File: config.mk
export PLATFORM = sky130hd
export DESIGN_NAME = scoreboard_stall_unit
export DESIGN_NICKNAME = d
export VERILOG_FILES = /design/src/rtl/scoreboard_stall_unit.sv
export SDC_FILE = /design/constraint.sdc
export NUM_CORES = 1
export LEC_CHECK = 0
export BUFFER_PORTS_ARGS = -buffer_cell sky130_fd_sc_hd__buf_2
export CAP_MARGIN = 10
export CORE_UTILIZATION = 30
export CTS_CLUSTER_DIAMETER = 100
export DETAILED_ROUTE_END_ITERATION = 8
export GPL_TIMING_DRIVEN = 1
export PLACE_DENSITY = 0.5
export SYNTH_ARGS = -nofsm -noshare
export SYNTH_HDL_FRONTEND = slang
export SYNTH_SLANG_ARGS = --single-unit
File: constraint.sdc
create_clock -name clk -period 4.5 [get_ports clk]
set_input_delay 0.225 -clock clk [delete_from_list [all_inputs] [get_ports clk]]
set_output_delay 0.225 -clock clk [all_outputs]
set_load 0.02 [all_outputs]
File: src/rtl/scoreboard_stall_unit.sv
// scoreboard_stall_unit: hazard and stall controller for the MIPS pipeline.
// It tracks outstanding integer and FP register writes using per-register
// latency countdowns. It detects RAW and WAW hazards, structural hazards on
// the shared MULT/DIV unit, and cache-miss stalls. It also sequences a
// SYSCALL drain-then-halt.
//
// Optional feature, macro SCOREBOARD_BYPASS_EN: a source register whose
// counter equals 1 is treated as ready, because it is forwarded at writeback.
// The WAW and structural checks do not change with the macro.
//
// COP1 (opcode 010001) is distinguished by func:
//   ADD_S=000000, SUB_S=000001, MUL_S=000010, DIV_S=000011,
//   MFC1=000100, MTC1=000101.
// FP operands use the same rs/rt/rd fields as integer instructions.
module scoreboard_stall_unit #(
  parameter int NUM_REGS   = 32,
  parameter int LOAD_LAT   = 1,
  parameter int MULDIV_LAT = 8,
  parameter int FP_LAT     = 3,
  parameter int MTC1_LAT   = 1
) (
  input  logic                clk,
  input  logic                rst_b,
  input  logic                inst_valid,
  input  logic [31:0]         inst_ID,
  input  logic                mem_access,
  input  logic                hit,
  output logic                issue,
  output logic                stall,
  output logic                pc_we,
  output logic                muldiv_busy,
  output logic [NUM_REGS-1:0] pending_int,
  output logic [NUM_REGS-1:0] pending_fp,
  output logic                halted
);

  localparam int RA_W    = $clog2(NUM_REGS);
  localparam int LAT_A   = (LOAD_LAT > MULDIV_LAT) ? LOAD_LAT : MULDIV_LAT;
  localparam int LAT_B   = (FP_LAT > MTC1_LAT) ? FP_LAT : MTC1_LAT;
  localparam int MAX_LAT = (LAT_A > LAT_B) ? LAT_A : LAT_B;
  localparam int CW      = ($clog2(MAX_LAT + 1) < 1) ? 1 : $clog2(MAX_LAT + 1);

  // Opcodes
  localparam logic [5:0] OP_RTYPE  = 6'b000000;
  localparam logic [5:0] OP_REGIMM = 6'b000001;
  localparam logic [5:0] OP_JAL    = 6'b000011;
  localparam logic [5:0] OP_BEQ    = 6'b000100;
  localparam logic [5:0] OP_BNE    = 6'b000101;
  localparam logic [5:0] OP_BLEZ   = 6'b000110;
  localparam logic [5:0] OP_BGTZ   = 6'b000111;
  localparam logic [5:0] OP_ADDI   = 6'b001000;
  localparam logic [5:0] OP_ADDIU  = 6'b001001;
  localparam logic [5:0] OP_SLTI   = 6'b001010;
  localparam logic [5:0] OP_ANDI   = 6'b001100;
  localparam logic [5:0] OP_ORI    = 6'b001101;
  localparam logic [5:0] OP_XORI   = 6'b001110;
  localparam logic [5:0] OP_LUI    = 6'b001111;
  localparam logic [5:0] OP_COP1   = 6'b010001;
  localparam logic [5:0] OP_LB     = 6'b100000;
  localparam logic [5:0] OP_LW     = 6'b100011;
  localparam logic [5:0] OP_SB     = 6'b101000;
  localparam logic [5:0] OP_SW     = 6'b101011;

  // R-type func codes
  localparam logic [5:0] F_SLL     = 6'b000000;
  localparam logic [5:0] F_SRL     = 6'b000010;
  localparam logic [5:0] F_SRA     = 6'b000011;
  localparam logic [5:0] F_SLLV    = 6'b000100;
  localparam logic [5:0] F_SRLV    = 6'b000110;
  localparam logic [5:0] F_JR      = 6'b001000;
  localparam logic [5:0] F_SYSCALL = 6'b001100;
  localparam logic [5:0] F_MULT    = 6'b011000;
  localparam logic [5:0] F_DIV     = 6'b011010;
  localparam logic [5:0] F_ADD     = 6'b100000;
  localparam logic [5:0] F_ADDU    = 6'b100001;
  localparam logic [5:0] F_SUB     = 6'b100010;
  localparam logic [5:0] F_SUBU    = 6'b100011;
  localparam logic [5:0] F_AND     = 6'b100100;
  localparam logic [5:0] F_OR      = 6'b100101;
  localparam logic [5:0] F_XOR     = 6'b100110;
  localparam logic [5:0] F_NOR     = 6'b100111;
  localparam logic [5:0] F_SLT     = 6'b101010;

  // COP1 func codes
  localparam logic [5:0] F_ADD_S   = 6'b000000;
  localparam logic [5:0] F_SUB_S   = 6'b000001;
  localparam logic [5:0] F_MUL_S   = 6'b000010;
  localparam logic [5:0] F_DIV_S   = 6'b000011;
  localparam logic [5:0] F_MFC1    = 6'b000100;
  localparam logic [5:0] F_MTC1    = 6'b000101;

  typedef enum logic [1:0] {S_RUN, S_DRAIN, S_HALTED} state_t;

  // Register usage of the ID instruction. Only tracked writes set wr_*.
  typedef struct packed {
    logic            rd_int_rs;
    logic            rd_int_rt;
    logic            rd_fp_rs;
    logic            rd_fp_rt;
    logic            wr_int;
    logic            wr_fp;
    logic [RA_W-1:0] dst;
    logic [CW-1:0]   lat;
    logic            muldiv;
    logic            syscall;
  } dec_t;

  logic [5:0]      opcode, func;
  logic [RA_W-1:0] rs, rt, rd;
  dec_t            dec;

  logic [CW-1:0] cnt_int [NUM_REGS];
  logic [CW-1:0] cnt_fp  [NUM_REGS];
  logic [CW-1:0] muldiv_cnt;

  state_t state_q, state_d;
  logic   mem_stall, raw, waw, structural, hazard;
  logic   unused_bits;

  assign opcode      = inst_ID[31:26];
  assign rs          = inst_ID[21 +: RA_W];
  assign rt          = inst_ID[16 +: RA_W];
  assign rd          = inst_ID[11 +: RA_W];
  assign func        = inst_ID[5:0];
  assign unused_bits = ^inst_ID[10:6];

`ifdef SCOREBOARD_BYPASS_EN
  // A value that completes this cycle is forwarded, so a count of 1 is ready.
  function automatic logic src_wait(input logic [CW-1:0] c);
    return c > CW'(1);
  endfunction
`else
  // A source is ready only when its write has fully retired.
  function automatic logic src_wait(input logic [CW-1:0] c);
    return c != '0;
  endfunction
`endif

  // Decode which registers the ID instruction reads and which tracked register it writes.
  always_comb begin
    // NOTE: every field gets a default first so that no decode path leaves a latch.
    dec     = '0;
    dec.dst = rd;
    case (opcode)
      OP_RTYPE: begin
        case (func)
          F_SLL, F_SRL, F_SRA: dec.rd_int_rt = 1'b1;
          F_ADD, F_SUB, F_AND, F_OR, F_XOR, F_NOR, F_SLT, F_ADDU, F_SUBU,
          F_SLLV, F_SRLV: begin
            dec.rd_int_rs = 1'b1;
            dec.rd_int_rt = 1'b1;
          end
          F_JR: dec.rd_int_rs = 1'b1;
          F_MULT, F_DIV: begin
            dec.rd_int_rs = 1'b1;
            dec.rd_int_rt = 1'b1;
            dec.wr_int    = 1'b1;
            dec.lat       = CW'(MULDIV_LAT);
            dec.muldiv    = 1'b1;
          end
          F_SYSCALL: dec.syscall = 1'b1;
          default: ;
        endcase
      end
      OP_REGIMM, OP_BLEZ, OP_BGTZ: dec.rd_int_rs = 1'b1;
      OP_BEQ, OP_BNE, OP_SW, OP_SB: begin
        dec.rd_int_rs = 1'b1;
        dec.rd_int_rt = 1'b1;
      end
      OP_ADDI, OP_ADDIU, OP_SLTI, OP_ANDI, OP_ORI, OP_XORI, OP_LUI:
        dec.rd_int_rs = 1'b1;
      OP_LW, OP_LB: begin
        dec.rd_int_rs = 1'b1;
        dec.wr_int    = 1'b1;
        dec.dst       = rt;
        dec.lat       = CW'(LOAD_LAT);
      end
      OP_JAL: ;
      OP_COP1: begin
        case (func)
          F_ADD_S, F_SUB_S, F_MUL_S, F_DIV_S: begin
            dec.rd_fp_rs = 1'b1;
            dec.rd_fp_rt = 1'b1;
            dec.wr_fp    = 1'b1;
            dec.lat      = CW'(FP_LAT);
          end
          F_MFC1: dec.rd_fp_rs = 1'b1;
          F_MTC1: begin
            dec.rd_int_rt = 1'b1;
            dec.wr_fp     = 1'b1;
            dec.lat       = CW'(MTC1_LAT);
          end
          default: ;
        endcase
      end
      default: ;
    endcase
    // Integer r0 is hard-wired, so it is never marked pending.
    if (dec.dst == '0) dec.wr_int = 1'b0;
  end

  // Combine the hazard sources into the stall, issue and pc_we outputs.
  always_comb begin
    raw = (dec.rd_int_rs && (rs != '0) && src_wait(cnt_int[rs]))
        | (dec.rd_int_rt && (rt != '0) && src_wait(cnt_int[rt]))
        | (dec.rd_fp_rs  && src_wait(cnt_fp[rs]))
        | (dec.rd_fp_rt  && src_wait(cnt_fp[rt]));
    waw = (dec.wr_int && (cnt_int[dec.dst] != '0))
        | (dec.wr_fp  && (cnt_fp[dec.dst]  != '0));
    structural = dec.muldiv && muldiv_busy;
    hazard     = inst_valid && (raw || waw || structural);
    mem_stall  = mem_access && !hit;
    stall      = mem_stall || hazard || (state_q != S_RUN);
    issue      = inst_valid && !stall;
    pc_we      = !stall;
  end

  // Latency countdowns: these freeze on a cache miss, and an issuing destination reloads its counter.
  always_ff @(posedge clk or negedge rst_b) begin
    if (!rst_b) begin
      // NOTE: the counter arrays are flops, not RAM, and must reset so that
      // no stale in-flight write survives a reset.
      for (int i = 0; i < NUM_REGS; i++) begin
        cnt_int[i] <= '0;
        cnt_fp[i]  <= '0;
      end
      muldiv_cnt <= '0;
    end else if (!mem_stall) begin
      // NOTE: non-blocking assignments keep every counter reading last cycle's value.
      for (int i = 0; i < NUM_REGS; i++) begin
        if (issue && dec.wr_int && (dec.dst == RA_W'(i)))
          cnt_int[i] <= dec.lat;
        else if (cnt_int[i] != '0)
          cnt_int[i] <= cnt_int[i] - 1'b1;

        if (issue && dec.wr_fp && (dec.dst == RA_W'(i)))
          cnt_fp[i] <= dec.lat;
        else if (cnt_fp[i] != '0)
          cnt_fp[i] <= cnt_fp[i] - 1'b1;
      end
      if (issue && dec.muldiv)
        muldiv_cnt <= CW'(MULDIV_LAT);
      else if (muldiv_cnt != '0)
        muldiv_cnt <= muldiv_cnt - 1'b1;
    end
  end

  // Derive the pending bit vectors and the busy flag from the counters.
  always_comb begin
    pending_int = '0;
    pending_fp  = '0;
    for (int i = 0; i < NUM_REGS; i++) begin
      pending_int[i] = (cnt_int[i] != '0);
      pending_fp[i]  = (cnt_fp[i]  != '0);
    end
    muldiv_busy = (muldiv_cnt != '0);
  end

  // Halt sequencer state register.
  always_ff @(posedge clk or negedge rst_b) begin
    if (!rst_b) state_q <= S_RUN;
    else        state_q <= state_d;
  end

  // Halt sequencer next state: after an issued SYSCALL, drain all in-flight writes, then halt.
  always_comb begin
    state_d = state_q;
    case (state_q)
      S_RUN:   if (issue && dec.syscall) state_d = S_DRAIN;
      S_DRAIN: if ((pending_int == '0) && (pending_fp == '0) && !muldiv_busy)
                 state_d = S_HALTED;
      S_HALTED: state_d = S_HALTED;
      default:  state_d = S_RUN;
    endcase
  end

  assign halted = (state_q == S_HALTED);

endmodule

==> metrics <==
clock root buffer master=sky130_fd_sc_hd__clkbuf_16; commonest non-fill, non-tap cell in the layout=sky130_fd_sc_hd__nand2_1; critical path launch point=cnt_fp[4]$_DFFE_PN0P_; Tot GR Track Use=0.247; Max Clock Freq=234 MHz; CP endpoint=stall; Worst Skew=0.0335 ns; Hold/Removal Path Class=input pin to register; final layout net count=2,729; post-synth net total=2,563; hold buffer count at cts=1; maximum vdd drop=0.249 mV; synthesis-to-finish area growth=17.3%; clk_lat worst skew=0.57 ns; routed wire length=84,400 um; cell types with the largest area share after synthesis=sky130_fd_sc_hd__dfrtp_1, sky130_fd_sc_hd__ha_1, sky130_fd_sc_hd__nand2_1; remaining design rule violation count=0; first-pass iteration count of the detailed router=7; vias in the first global route=19.1k; count of boundary I/O pins=106; Period Utilization, post-route=0.949; share of flip-flops with an asynchronous set or reset=1.00; pin count of the biggest net entering global routing=100; starting density of the core=0.306; fraction of final layout cells sized beyond drive strength 1=0.149; routed via count divided by cell count=5.87; Iteration-0 DRC Markers=2,188; unrepaired setup endpoints after global routing=false; arrival time of data at the critical path endpoint=4.05 ns; part of the total power dissipated in the clock network=0.190; Die Span X=259 um; number of maximum-capacitance constraint violations=0; largest fanout on the critical path=8; final global-route overflow total=0; number of buffers inserted by port buffering=100; hold violation count in the final report=0; tightest slew margin relative to the limit=0.152; HPWL Detailed=63,300 um; gate count after technology mapping=2,394; cell family with most CP delay=compound AO/OA/AOI/OAI gates; number of flops mapped to enable cells by yosys=0; Power Dens Cells=658 mW/mm2; highest cell delay on the worst timing path=0.89 ns; Final setup viols=0; post-synthesis instance area=0.0199 mm2; htree depth=2; filler cell count=6,694; Synth Flop Type=sky130_fd_sc_hd__dfrtp_1; cell with the biggest individual delay on the critical path=sky130_fd_sc_hd__o41ai_2; core outline area=0.0649 mm2; sequential cell area fraction in the yosys report=0.330; Bufs on Longest Clock Path=3; clock slew at the register clock pins of the worst setup and hold paths=0.06 ns; synth unique cells=97; number of routed nets with antenna violations=0; synthesized area per cell=8.30 um2; Seq cells post-synth=262; clock tree from TritonCTS=done; share of total power in combinational logic=0.470; fin crit period=4.27 ns; switching power summed over all nets=7.00 mW; reg-to-reg setup timing slack=0.37 ns; initial antenna violation count=4; Yosys Warn Count=0; run status=complete, no violations; number of buffers inserted during clock tree synthesis=36; Sinks on Clock Net=262; Critical Path Start Type=register; # resized after CTS=0; WP data required=4.28 ns; Setup TNS Final=0 ns; depth of the most critical reg-to-reg path=10; internal power=8.33 mW; buffering stage count on the worst path with inverters included=2; fin. max-slew vios=0; worst-margin pin slew=1.27 ns; Total Die Area=0.0672 mm2; detailed-route wire length per cell=24.5 um; total number of vias=20.2k; LEAKAGE=10.0 nW; most frequent cells in the layout=sky130_fd_sc_hd__nand2_1, sky130_fd_sc_hd__dfrtp_1, sky130_fd_sc_hd__nor2_1; cell type with the largest total area after synthesis=sky130_fd_sc_hd__dfrtp_1; area of all placed cells without fillers=0.0233 mm2; number of stages on the worst setup path=11; CP Class=register to output pin; switching power share of the total=0.457; number of placement rows=93; Worst setup EP type=output pin; final RePlAce weighted congestion=0.992; reg-to-reg startpoint=cnt_fp[84]$_DFFE_PN0P_; fraction of synthesized cell area taken by the top area cell type=0.330; first-pass GRT wire length=125,000 um; register share of total power=0.340; placed cell areas=0.0221 mm2; Post CTS Setup Buffer Count=0; list of cells traversed by the critical path=nor4_1, buf_4, mux4_2, nand2_1, o2111ai_1, o2111a_1, o41ai_2, nor2_1, o211ai_1, a21o_1, buf_2; die height=259 um; worst flop-to-flop path endpoint=cnt_int[0]$_DFFE_PN0P_
[through the flow]
stage / hold WS, ns / utilization / worst slack, ns / power (mW) / cells
after global placement: 0.328 / 0.341 / 0.306 / 12.1 / 3376
after floorplan: -0.0706 / - / 0.904 / 9.82 / 2394
after global routing: 0.230 / 0.359 / 0.103 / 16.5 / 3440
final: 0.193 / 0.359 / 0.227 / 15.3 / 3440
after CTS: 0.160 / 0.359 / 0.279 / 15.3 / 3439
after detailed placement: 0.337 / 0.341 / 0.317 / 12.4 / 3376
[synth_stat cells (6+ instances only)]
cell type and instances:
sky130_fd_sc_hd__nor3_1 120, sky130_fd_sc_hd__a21o_1 20, sky130_fd_sc_hd__nand2_1 359, sky130_fd_sc_hd__buf_2 24
sky130_fd_sc_hd__a221o_1 7, sky130_fd_sc_hd__o22ai_1 28, sky130_fd_sc_hd__a22o_1 28, sky130_fd_sc_hd__o31ai_1 69
sky130_fd_sc_hd__a211oi_1 26, sky130_fd_sc_hd__a21oi_1 111, sky130_fd_sc_hd__o211ai_1 12, sky130_fd_sc_hd__ha_1 132
sky130_fd_sc_hd__nand4_1 25, sky130_fd_sc_hd__mux2_2 13, sky130_fd_sc_hd__or4_1 50, sky130_fd_sc_hd__o21ai_1 8
sky130_fd_sc_hd__and2_1 16, sky130_fd_sc_hd__nor2_1 169, sky130_fd_sc_hd__o31a_1 8, sky130_fd_sc_hd__mux2i_1 48
sky130_fd_sc_hd__o21ai_0 82, sky130_fd_sc_hd__nand2b_1 15, sky130_fd_sc_hd__a22oi_1 18, sky130_fd_sc_hd__o221a_2 9
sky130_fd_sc_hd__nor4_1 92, sky130_fd_sc_hd__clkbuf_1 74, sky130_fd_sc_hd__a31oi_1 14, sky130_fd_sc_hd__mux4_2 20
sky130_fd_sc_hd__nor3b_1 8, sky130_fd_sc_hd__o21a_1 6, sky130_fd_sc_hd__o2bb2ai_1 8, sky130_fd_sc_hd__xnor2_1 35
sky130_fd_sc_hd__inv_1 157, sky130_fd_sc_hd__and3_1 15, sky130_fd_sc_hd__o2111ai_1 8, sky130_fd_sc_hd__a2111oi_0 6
sky130_fd_sc_hd__nor3_2 6, sky130_fd_sc_hd__or3_1 16, sky130_fd_sc_hd__dfrtp_1 262, sky130_fd_sc_hd__nand3_1 108
sky130_fd_sc_hd__or2_2 16, sky130_fd_sc_hd__nor2b_1 11, sky130_fd_sc_hd__o41ai_1 24
[metal layers]
layer  vias to the layer above  GRT usage  wire length (um)
met4                         2      0.109              3930
li1                       9207          -                 -
met3                       189     0.0438              7310
met2                       887      0.377             36500
met5                         -          0                13
met1                      9920      0.341             36600
[power groups by stage]
| stage | sequential [mW] | clock, mW | combinational (mW) |
|---|---|---|---|
| floorplan | 4.67 | 0 | 5.14 |
| global placement | 5.14 | 0 | 6.92 |
| detailed placement | 5.19 | 0 | 7.17 |
| CTS | 5.17 | 2.96 | 7.19 |
| global route | 5.42 | 3.04 | 8.08 |
| finish | 5.21 | 2.91 | 7.21 |
[sequential cells by signal, indices dropped and copies added, names as in the netlist]
name / flops
muldiv_cnt: 4
cnt_fp: 128
state_q: 2
cnt_int: 128
[how the worst min path moves through the flow]
stage	endpoint	startpoint	cells past startpoint	slack, ns
2_1_floorplan	cnt_fp[0]$_DFFE_PN0P_	rst_b	0	-0.07
3_3_place_gp	cnt_fp[115]$_DFFE_PN0P_	rst_b	1	0.33
3_5_place_dp	cnt_fp[115]$_DFFE_PN0P_	rst_b	1	0.34
4_1_cts	state_q[0]$_DFFE_PN0P_	inst_ID[4]	4	0.16
5_1_grt	state_q[0]$_DFFE_PN0P_	inst_ID[4]	4	0.23
6_report	state_q[0]$_DFFE_PN0P_	inst_ID[4]	4	0.19
[worst register-to-register path: cells and delay by family, from the launching register on]
kind	cells	cell delay, ns
multiplexers	2	0.72
flip-flops	1	0.46
AND/OR/NAND/NOR	5	2.11
AO/OA/AOI/OAI	3	0.70
[area by class of cell]
class | instances | area, um2 | share of cell area
clock buffer | 55 | 1090 | 0.0470
tap | 855 | 1070 | 0.0459
multi-input combinational | 1865 | 12300 | 0.527
sequential | 262 | 6560 | 0.281
timing repair buffer | 235 | 1610 | 0.0693
inverter | 160 | 601 | 0.0258
clock inverter | 7 | 77.6 | 0.00333
antenna | 1 | 2.50 | 0.000107
[logic make-up after synthesis]
| kind of cell | after synthesis | share of synthesized area |
|---|---|---|
| AOI/OAI and AO/OA | 556 | 0.197 |
| xor gates and xnor gates | 38 | 0.0171 |
| adders and majority gates | 132 | 0.0832 |
| buffers and inverters | 267 | 0.0533 |
| DFF | 262 | 0.330 |
| muxes | 81 | 0.0542 |
| and+or+nand+nor | 1058 | 0.265 |
(Power assumes the default switching activity.)
